==> src/rtl/hazard_ctrl.sv <==
// Pipeline sequencing controller: prioritized PC/IF-ID/ID-EX write and flush
// controls from load-use, redirect, memory handshakes and MDU occupancy.
module hazard_ctrl #(
  parameter int MUL_LAT = 4,
  parameter int DIV_LAT = 32
) (
  input  logic        clk,
  input  logic        reset,
  input  logic        Stall,
  input  logic        J,
  input  logic        JR,
  input  logic        Z,
  input  logic        ImemReady,
  input  logic        DmemReady,
  input  logic        MduStart_id,
  input  logic        MduIsDiv_id,
  input  logic        MduUse_id,
  output logic        PC_IFWrite,
  output logic        IF_IDWrite,
  output logic        IF_IDFlush,
  output logic        ID_EXWrite,
  output logic        ID_EXFlush,
  output logic        MduBusy,
  output logic        MduDone,
  output logic [5:0]  MduCount,
  output logic [31:0] StallCount
);

  typedef enum logic [1:0] {IDLE, BUSY, DONE} mdu_state_t;

  mdu_state_t state, state_nxt;
  logic [5:0] count_nxt;
  logic       hz, redirect, advance;

  assign MduBusy  = (state != IDLE);
  assign MduDone  = (state == DONE);
  assign hz       = Stall | (MduUse_id & MduBusy);
  assign redirect = J | JR | Z;
  assign advance  = DmemReady & ~hz & ~reset;

  // Controls ordered by priority; first matching case wins.
  always_comb begin
    PC_IFWrite = 1'b1;
    IF_IDWrite = 1'b1;
    IF_IDFlush = 1'b0;
    ID_EXWrite = 1'b1;
    ID_EXFlush = 1'b0;
    if (reset) begin
      PC_IFWrite = 1'b0;
      IF_IDWrite = 1'b0;
      ID_EXWrite = 1'b0;
      IF_IDFlush = 1'b1;
      ID_EXFlush = 1'b1;
    end else if (!DmemReady) begin
      PC_IFWrite = 1'b0;
      IF_IDWrite = 1'b0;
      ID_EXWrite = 1'b0;
    end else if (hz) begin
      // branch operands are stale while stalled, so redirect is held off
      PC_IFWrite = 1'b0;
      IF_IDWrite = 1'b0;
      ID_EXFlush = 1'b1;
    end else if (redirect) begin
      IF_IDFlush = 1'b1;
    end else if (!ImemReady) begin
      PC_IFWrite = 1'b0;
      IF_IDFlush = 1'b1;
    end
  end

  always_comb begin
    state_nxt = state;
    count_nxt = MduCount;
    case (state)
      IDLE: if (MduStart_id && advance) begin
        state_nxt = BUSY;
        count_nxt = MduIsDiv_id ? 6'(DIV_LAT - 1) : 6'(MUL_LAT - 1);
      end
      // counts down regardless of a memory freeze
      BUSY: if (MduCount == 6'd0) state_nxt = DONE;
            else count_nxt = MduCount - 6'd1;
      DONE: state_nxt = IDLE;
      default: state_nxt = IDLE;
    endcase
  end

  always_ff @(posedge clk or posedge reset) begin
    if (reset) begin
      state      <= IDLE;
      MduCount   <= 6'd0;
      StallCount <= 32'd0;
    end else begin
      state    <= state_nxt;
      MduCount <= count_nxt;
      if (DmemReady && hz && StallCount != 32'hFFFF_FFFF)
        StallCount <= StallCount + 32'd1;
    end
  end

endmodule

==> config.mk <==
export PLATFORM = sky130hd
export DESIGN_NAME = hazard_ctrl
export DESIGN_NICKNAME = d
export VERILOG_FILES = /design/src/rtl/hazard_ctrl.sv
export SDC_FILE = /design/constraint.sdc
export NUM_CORES = 1
export LEC_CHECK = 0
export BUFFER_PORTS_ARGS = -buffer_cell sky130_fd_sc_hd__buf_2
export CORE_MARGIN = 2
export CORE_UTILIZATION = 55
export DETAILED_ROUTE_END_ITERATION = 8
export MAX_ROUTING_LAYER = met4
export PLACE_DENSITY = 0.92
export SYNTH_ARGS = -nofsm -noshare
export SYNTH_HDL_FRONTEND = slang
export SYNTH_SLANG_ARGS = --single-unit
==> constraint.sdc <==
create_clock -name clk -period 4.8 [get_ports clk]
set_input_delay 0.96 -clock clk [delete_from_list [all_inputs] [get_ports clk]]
set_output_delay 0.96 -clock clk [all_outputs]
set_load 0.005 [all_outputs]
==> impl_metrics.yaml <==
outcome:
  status: "finished clean"
synthesis:
  synth_area_leaders: "dfrtp_1, xnor2_1, nand2_1"
  synthXorXnorAreaFrac: 0.127
  syn_inst: 198
  synth_top_cell_area_share: 0.483
  synth_fp_nets: 212
  ys.flop_type: "dfrtp_1"
  synth_mux_area_frac: 0.00543
  postSynthAreaPerCell_um2: 10.5
  synth_area_leader_cell: "dfrtp_1"
  ys_seq_elements: 40
  synth_compound_area_frac: 0.0749
  async_flop_share: 1.00
  synth_top_family_by_area: "simple AND/OR/NAND/NOR gates"
  yosysSeqAreaShare: 0.483
  netlist_area_um2: 2070
  synth_edf_count: 0
  synthAdderAreaFrac: 0.0181
  yosys.area_share.simple: 0.273
  synth.distinct_cells: 43
  yosysWarnings: 0
clock_network:
  clock_sinks: 40
  htreeDepth: 2
  clk_path_buf_depth: 2
  cts_setup_buffers: 0
  ctsResizeCount: 0
  tritoncts.num_buffers: 5
  hold_buffers: 0
  clkLatencyLatePin_ns: 0.29
  cts-root-buf: "clkbuf_8"
  cts_tree: "done"
  cts.clk_slew.worst_paths_ns: 0.07
finish:
  n_fill_cell: 291
  area_growth_pct: 20.1
  drive_above_1_share: 0.288
  final_cell_mix: "buf_2, dfrtp_1, xnor2_1, nand2_1, nor2_1"
  fin_nets: 273
  num_antenna_cells: 0
  final_common_cell: "buf_2"
global_routing:
  grt_overflow: 0
  antenna_found_initial: 0
  groute.usage.overall: 0.246
  grt_pass1_vias: 1732
  grt_max_degree: 43
  grt_pass1_wl_mm: 7.80
place:
  gp_congestion: 0.865
  dp_hpwl_mm: 3.29
  io_buffers: 55
routing:
  post-route-drc-count: 0
  vias: 1759
  drt_iter0_markers: 165
  avgRoutedWirePerCell_um: 14.7
  final_antenna_net_count: 0
  dr.pass1.iters: 4
  routed_wl_mm: 4.54
  vias_per_cell: 5.71
power_and_ir_drop:
  p_per_area_nw_per_um2: 380
  p_leak_nw: 1.22
  ir_drop_mv: 0.263
die:
  die_w_um: 65.4
  die_h_um: 65.4
  start_util: 0.570
  ioPinCount: 56
  core_area_um2: 3630
  die_area_um2: 4270
  rows: 22
sta:
  hold_viol_final: 0
  hold_ws_ns: 0.499
  relSlewSlack: 0.402
  fin_worst_skew_ns: 0.00725
  setup_viol: 0
  fin_crit_ns: 3.13
  max_freq_ghz: 0.319
  slew_viol_final: 0
  grt_setup_unrepaired: "no"
  timing.final.crit_share: 0.653
  tns_ns: 0
  tightest_slew_ns: 0.892
worst_setup_path:
  cp-start-kind: "input pin"
  critical_path_arrival_ns: 2.17
  slowest_stage: "o21ai_1"
  crit_family: "compound AO/OA/AOI/OAI gates"
  cp.buffers_inverters: 2
  crit_type: "in2out"
  end_kind: "output pin"
  max_stage_delay_ns: 0.70
  cpMostUsedCell: "buf_2"
  path_max_fanout: 6
  cp.required_ns: 3.84
  path_cells: "buf_2, o21a_1, o21ai_1, nand2_1, buf_2"
job:
  max-cap-violations: 0
min_path:
  hold_path_class: "reg2reg"
[path summary, 6_finish.rpt]
path                       depth (start not counted)                          to  slack [ns]                  startpoint
setup / recovery                                   5                  ID_EXFlush        1.67                   MduUse_id
hold / removal                                     1  StallCount[28]$_DFFE_PP0P_        0.50  StallCount[28]$_DFFE_PP0P_
min in group asynchronous                          3     MduCount[0]$_DFFE_PP0P_        0.82                       reset
max in group asynchronous                          3  StallCount[20]$_DFFE_PP0P_        3.63                       reset
setup reg to reg                                   5   StallCount[1]$_DFFE_PP0P_        2.56   StallCount[0]$_DFFE_PP0P_
hold reg to reg                                    1  StallCount[28]$_DFFE_PP0P_        0.50  StallCount[28]$_DFFE_PP0P_
[sequential cells by signal, summed over array words and instances (netlist names)]
signal,flops
StallCount,32
MduCount,6
state,2
[cells in the mapped netlist, types with 2 or more instances]
cell      instances
ha_1              3
and4_2            2
xor2_1            4
dfrtp_1          40
nor2_1           13
nand2_1          24
a31oi_1           2
and2_1            2
nor3_1            4
o21ai_0           2
inv_1             5
nor2b_1           3
a211oi_1          2
and3_1            8
nand3_1          10
nand2b_1          2
nand4_1          12
nor3b_1           3
and4_1            2
xnor2_1          26
a21oi_1           6
nand4_2           2
[layer usage]
| layer | GRT usage | routed length (µm) | vias to the layer above |
|---|---|---|---|
| li1 | - | - | 824 |
| met1 | 0.293 | 1860 | 862 |
| met2 | 0.401 | 2340 | 64 |
| met3 | 0.0651 | 242 | 9 |
| met4 | 0.102 | 95 | 0 |
| met5 | - | 0 | - |
[through the flow]
step                 util  worst slack [ns]  cells  cell area, µm²  total power, W
global placement    0.660              1.71    300            2400        0.000707
floorplan               -              1.87    198            2070        0.000618
CTS                 0.685              1.67    308            2490        0.000950
detailed placement  0.660              1.68    300            2400        0.000721
finish              0.685              1.67    308            2490        0.000945
global route        0.685              1.60    308            2490         0.00102
[layout make-up]
| type | count | area, µm² | area share |
|---|---|---|---|
| Timing Repair Buffer | 56 | 283 | 0.114 |
| Inverter | 6 | 22.5 | 0.00905 |
| Tap cell | 48 | 60.1 | 0.0241 |
| Multi-Input combinational cell | 150 | 1030 | 0.415 |
| Sequential cell | 40 | 1000 | 0.402 |
| Clock buffer | 8 | 90.1 | 0.0362 |
[worst reg2reg max path, cell delays in order, from the launching register on]
cell,delay (ns)
dfrtp_1,0.39
ha_1,0.20
nand4_1,0.15
nor4_1,0.66
a21oi_2,0.38
mux2_2,0.36
[kinds of logic (layout without fill, tap and decap cells)]
family / Yosys count / count (layout)
flops: 40 / 40
buf+inv: 8 / 70
simple gates: 95 / 95
xor+xnor: 30 / 30
fa+ha+maj: 3 / 3
mux: 1 / 1
compound gates: 21 / 21
[report_power, final]
group,total (W),switching [W],internal (W)
registers,0.000466,0.0000759,0.000390
clock network,0.000227,0.000110,0.000117
logic,0.000251,0.000139,0.000113
Note: power is estimated with default switching activity, not from simulation.
